===== src/rtl/mnist_infer_sched.sv =====
// rtl/mnist_infer_sched.sv - round-robin request scheduler for the MNIST inference accelerator
// Grants one of two requesters, starts the core, waits for a done edge or timeout, returns a tagged result.
module mnist_infer_sched #(
   parameter int TIMEOUT_CYC = 2047,
   parameter int TAG_W       = 4
) (
   input  logic               clk,
   input  logic               rst,
   input  logic [1:0]         req_valid,
   input  logic [2*TAG_W-1:0] req_tag,
   output logic [1:0]         req_ready,
   output logic               accel_start,
   output logic               accel_img_sel,
   input  logic               accel_done,
   input  logic [3:0]         accel_digit,
   output logic               rsp_valid,
   input  logic               rsp_ready,
   output logic               rsp_id,
   output logic [TAG_W-1:0]   rsp_tag,
   output logic [3:0]         rsp_digit,
   output logic               rsp_timeout,
   output logic               busy,
   output logic [15:0]        infer_cnt,
   output logic [7:0]         timeout_cnt
);

   localparam int CNT_W = $clog2(TIMEOUT_CYC + 1);

   typedef enum logic [1:0] {IDLE, START, WAIT_DONE, RESP} state_t;

   state_t             state_q, state_d;
   logic               last_q, last_d;
   logic               id_q, id_d;
   logic [TAG_W-1:0]   tag_q, tag_d;
   logic [CNT_W-1:0]   cnt_q, cnt_d;
   logic               done_prev_q;
   logic [3:0]         digit_q, digit_d;
   logic               tmo_q, tmo_d;
   logic [15:0]        infer_cnt_q, infer_cnt_d;
   logic [7:0]         tmo_cnt_q, tmo_cnt_d;

   logic               grant_id;
   logic [1:0]         grant;
   logic               done_rise;
   logic [CNT_W-1:0]   cnt_inc;

   // Contention goes to whoever was not served last; reset masks the combinational grant.
   always_comb begin
      grant_id = 1'b0;
      if (req_valid == 2'b11) begin
         grant_id = ~last_q;
      end else if (req_valid[1]) begin
         grant_id = 1'b1;
      end
      grant = 2'b00;
      if (state_q == IDLE && rst && (|req_valid)) begin
         grant = grant_id ? 2'b10 : 2'b01;
      end
   end

   assign done_rise = accel_done & ~done_prev_q;
   assign cnt_inc   = cnt_q + {{(CNT_W-1){1'b0}}, 1'b1};

   always_comb begin
      state_d     = state_q;
      last_d      = last_q;
      id_d        = id_q;
      tag_d       = tag_q;
      cnt_d       = cnt_q;
      digit_d     = digit_q;
      tmo_d       = tmo_q;
      infer_cnt_d = infer_cnt_q;
      tmo_cnt_d   = tmo_cnt_q;
      case (state_q)
         IDLE: begin
            if (|grant) begin
               id_d    = grant_id;
               last_d  = grant_id;
               tag_d   = grant_id ? req_tag[2*TAG_W-1:TAG_W] : req_tag[TAG_W-1:0];
               cnt_d   = '0;
               state_d = START;
            end
         end
         START: state_d = WAIT_DONE;
         WAIT_DONE: begin
            cnt_d = cnt_inc;
            // A done edge takes priority over a timeout landing in the same cycle.
            if (done_rise) begin
               digit_d     = accel_digit;
               tmo_d       = 1'b0;
               infer_cnt_d = infer_cnt_q + 16'd1;
               state_d     = RESP;
            end else if (cnt_inc == CNT_W'(TIMEOUT_CYC)) begin
               digit_d = 4'hF;
               tmo_d   = 1'b1;
               if (tmo_cnt_q != 8'hFF) begin
                  tmo_cnt_d = tmo_cnt_q + 8'd1;
               end
               state_d = RESP;
            end
         end
         RESP: begin
            if (rsp_ready) begin
               state_d = IDLE;
            end
         end
         default: state_d = IDLE;
      endcase
   end

   always_ff @(posedge clk or negedge rst) begin
      if (!rst) begin
         state_q     <= IDLE;
         last_q      <= 1'b1;
         id_q        <= 1'b0;
         tag_q       <= '0;
         cnt_q       <= '0;
         done_prev_q <= 1'b0;
         digit_q     <= 4'h0;
         tmo_q       <= 1'b0;
         infer_cnt_q <= 16'd0;
         tmo_cnt_q   <= 8'd0;
      end else begin
         state_q     <= state_d;
         last_q      <= last_d;
         id_q        <= id_d;
         tag_q       <= tag_d;
         cnt_q       <= cnt_d;
         done_prev_q <= accel_done;
         digit_q     <= digit_d;
         tmo_q       <= tmo_d;
         infer_cnt_q <= infer_cnt_d;
         tmo_cnt_q   <= tmo_cnt_d;
      end
   end

   assign req_ready     = grant;
   assign accel_start   = (state_q == START);
   assign accel_img_sel = id_q;
   assign rsp_valid     = (state_q == RESP);
   assign rsp_id        = id_q;
   assign rsp_tag       = tag_q;
   assign rsp_digit     = digit_q;
   assign rsp_timeout   = tmo_q;
   assign busy          = (state_q != IDLE);
   assign infer_cnt     = infer_cnt_q;
   assign timeout_cnt   = tmo_cnt_q;

endmodule


===== config.mk =====
export PLATFORM = sky130hd
export DESIGN_NAME = mnist_infer_sched
export DESIGN_NICKNAME = d
export VERILOG_FILES = /design/src/rtl/mnist_infer_sched.sv
export SDC_FILE = /design/constraint.sdc
export NUM_CORES = 1
export LEC_CHECK = 0
export BUFFER_PORTS_ARGS = -buffer_cell sky130_fd_sc_hd__buf_2
export CORE_MARGIN = 2
export CORE_UTILIZATION = 53
export DETAILED_ROUTE_END_ITERATION = 10
export PLACE_DENSITY_LB_ADDON = 0.12
export SYNTH_ARGS = -nofsm -noshare
export SYNTH_HDL_FRONTEND = slang
export SYNTH_SLANG_ARGS = --single-unit
export TNS_END_PERCENT = 20

===== constraint.sdc =====
create_clock -name clk -period 2.7 [get_ports clk]
set_input_delay 0.135 -clock clk [delete_from_list [all_inputs] [get_ports clk]]
set_output_delay 0.135 -clock clk [all_outputs]
set_load 0.02 [all_outputs]

==> impl_metrics.py <==
metrics = {
    "outcome": {
        "status": "complete, no violations",
    },
    "synth": {
        "ys_ff_latch": 49,
        "synth_edf_count": 0,
        "synthTopCellsByCount": "dfrtp_1 (48), nand2_1 (29), nor2_1 (22)",
        "synth_top_area_cell": "dfrtp_1",
        "synth_cells": 248,
        "synth_flop_cell": "dfrtp_1",
        "ys_warn_count": 0,
        "synth.cell_area_um2": 2447,
        "synth_nets": 275,
        "netlist.area_leader.share": 0.4908,
        "yosysSeqAreaShare": 0.5015,
        "yosysUniqueCellTypes": 41,
        "yosys-top-cells-area": "dfrtp_1 (49%), xnor2_1 (6.8%), ha_1 (4.6%)",
        "synth_area_per_cell_um2": 9.868,
        "yosysMostFrequentCell": "dfrtp_1",
        "synthArstFlopShare": 1.000,
    },
    "placed_design": {
        "port_buffers": 57,
        "dp_hpwl_um": 3508,
        "gp_congestion": 0.8788,
        "placed_cell_area_um2": 2794,
    },
    "setup_path": {
        "crit_fanout": 8,
        "worstPathRequired_ns": 2.90,
        "crit_path_end_kind": "flop",
        "path_class": "flop to flop",
        "cp-start-kind": "flop",
        "r2r-start": "cnt_q[0]$_DFFE_PN0P_",
        "rrSetupSlack_ns": 0.41,
        "rr_worst_depth": 8,
        "path_cells": "ha_1, nand2b_1, o21ai_0, a22oi_1, nor4_4, buf_4, nand4_1, xnor2_1",
        "slowest_stage": "dfrtp_1",
        "worstPathArrival_ns": 2.49,
        "rr_endpoint": "timeout_cnt[4]$_DFFE_PN0P_",
        "critPathMaxStageDelay_ns": 0.45,
    },
    "power_and_ir_drop": {
        "p_per_area_nw_per_um2": 825.2,
        "clockPowerShare": 0.222,
        "netSwitchingPower_mw": 0.9206,
        "switching_share": 0.3827,
        "peakVddDrop_v": 0.0006030,
        "power_frac_seq": 0.415,
        "leakage_nw": 1.505,
        "p_int_mw": 1.485,
        "combinationalPowerShare": 0.363,
    },
    "drt": {
        "routed.top_layer": "met4",
        "drt-initial-drc-count": 139,
        "num_vias": 1960,
        "ant_nets": 0,
        "wl_met3_um": 323,
        "vias_per_cell": 5.385,
        "drt-total-wl_um": 4924,
        "wire_per_inst_um": 13.53,
        "wl_met1_um": 2226,
        "drc": 0,
        "wl_met2_um": 2314,
        "drt-pass1-iter-count": 4,
    },
    "die": {
        "die_w_um": 71.96,
        "start_util": 0.5544,
        "core.rowCount": 24,
        "num_io_pins": 58,
        "die_h_um": 71.96,
        "core_area_um2": 4414,
        "dieArea_um2": 5178,
    },
    "sta": {
        "rsz0062_at_grt": "no",
        "fin_setup_tns_ns": 0,
        "fin_skew_ns": 0.008442,
        "worst_pin_slew_ns": 0.6095,
        "setup_viol_count_final": 0,
        "max_slew_margin": 0.5937,
        "hold_viol": 0,
        "slew_violations": 0,
        "period_share": 0.8494,
        "period_minus_slack_ns": 2.293,
        "max_freq_mhz": 436.0,
    },
    "global_route": {
        "grt-ovfl-total": 0,
        "antenna_found_initial": 0,
        "grt_usage": 0.2042,
        "grt_start_max_net_pins": 50,
        "grt_pass1_wl_um": 8314,
        "grt_pass1_vias": 1829,
    },
    "cts": {
        "cts.sinks": 49,
        "numCtsBuffers": 5,
        "tritoncts": "yes",
        "clock_latency_ns": 0.31,
        "cts_resized": 0,
        "clkSlewWorstSetupHoldPaths_ns": 0.09,
        "clock_path_buffers": 2,
        "h-tree-depth": 2,
        "clockRootBuffer": "clkbuf_8",
    },
    "finish": {
        "antenna_cells": 0,
        "syn2layout_area_growth_pct": 19.12,
        "fin_area_um2": 2915,
        "drive_above_1_share": 0.2500,
        "nets": 338,
    },
    "flow_run": {
        "maxCapViolCount": 0,
    },
    "min_path": {
        "hp-class": "primary input to async pin",
    },
}
-- how the worst max path moves through the flow --
stage | from | to | slack [ns]
5_1_grt | cnt_q[0]$_DFFE_PN0P_ | timeout_cnt[4]$_DFFE_PN0P_ | 0.20
3_5_place_dp | cnt_q[0]$_DFFE_PN0P_ | timeout_cnt[4]$_DFFE_PN0P_ | 0.44
6_report | cnt_q[0]$_DFFE_PN0P_ | timeout_cnt[4]$_DFFE_PN0P_ | 0.41
4_1_cts | cnt_q[0]$_DFFE_PN0P_ | timeout_cnt[4]$_DFFE_PN0P_ | 0.39
3_3_place_gp | cnt_q[0]$_DFFE_PN0P_ | timeout_cnt[4]$_DFFE_PN0P_ | 0.49
2_1_floorplan | cnt_q[0]$_DFFE_PN0P_ | state_q[1]$_DFFE_PN0P_ | 0.52
-- critical path: cells and delay by family, from the launching register on --
| kind | cells | cell delay [ns] |
|---|---|---|
| AND/OR/NAND/NOR | 3 | 0.73 |
| XOR/XNOR | 1 | 0.14 |
| adder cells (fa/ha/maj) | 1 | 0.32 |
| AO/OA/AOI/OAI | 2 | 0.33 |
| buffers and inverters | 1 | 0.22 |
| flip-flops | 1 | 0.45 |
-- per-stage QoR --
stage               power [mW]  utilization  hold WS (ns)  setup slack, ns  std cells
global placement         1.873       0.6329        0.2828           0.4858        355
global route             2.555       0.6604       0.06111           0.1969        364
detailed placement       1.889       0.6329        0.2781           0.4390        355
finish                   2.406       0.6604      0.006436           0.4065        364
floorplan                1.615            -       -0.1606           0.5171        248
CTS                      2.428       0.6604       0.02965           0.3865        364
-- area by class of cell --
class / instances / area (um^2)
fill: 353 / 1499
sequential: 49 / 1227
multi-input combinational: 180 / 1130
timing repair buffer: 64 / 340.3
clock buffer: 6 / 72.57
tap: 52 / 65.06
inverter: 11 / 41.29
clock inverter: 2 / 38.79
-- cells by family after synthesis --
logic type / count (synthesis) / synth area share
buffers and inverters: 19 / 0.03681
AOI/OAI and AO/OA: 46 / 0.1104
muxes: 6 / 0.02709
and+or+nand+nor: 96 / 0.1958
adders and majority gates: 9 / 0.04601
xor gates and xnor gates: 23 / 0.08231
DFF: 49 / 0.5015
-- what timing repair did --
item	in CTS	in global routing
endpoints found under the hold margin	1	0
hold buffers	1	0
buffers inserted	0	0
-- power by group through the flow --
stage | registers (mW) | clock network, mW | logic [mW]
floorplan | 1.10 | 0 | 0.512
global placement | 1.01 | 0 | 0.864
detailed placement | 1.01 | 0 | 0.877
CTS | 1.00 | 0.544 | 0.885
global route | 1.02 | 0.569 | 0.961
finish | 0.999 | 0.533 | 0.873
-- registers in the layout (all words and copies together) (netlist names), 2 cells and up --
name	count
rsp_tag	4
timeout_cnt	8
state_q	2
rsp_digit	4
cnt_q	11
infer_cnt	16
-- cell usage in the layout (no fill, tap or decap), types with 2 or more instances in the layout --
cell       n
buf_2     57
dfrtp_1   48
nand2_1   29
nor2_1    22
o21ai_0   21
xnor2_1   19
nand3_1   12
inv_1     11
a21oi_1   10
and3_1     9
ha_1       9
nand4_1    8
buf_4      6
a31oi_1    5
clkbuf_8   5
xor2_1     4
mux2i_1    4
and2_1     3
a41oi_1    2
nand2b_1   2
nor3_1     2
o31ai_1    2
-- routing by layer --
metal	GRT usage	vias to the layer above
met5	0	-
met4	0.06289	0
met3	0.05000	5
met2	0.3272	64
met1	0.2773	910
li1	-	981
(Power assumes the default switching activity.)
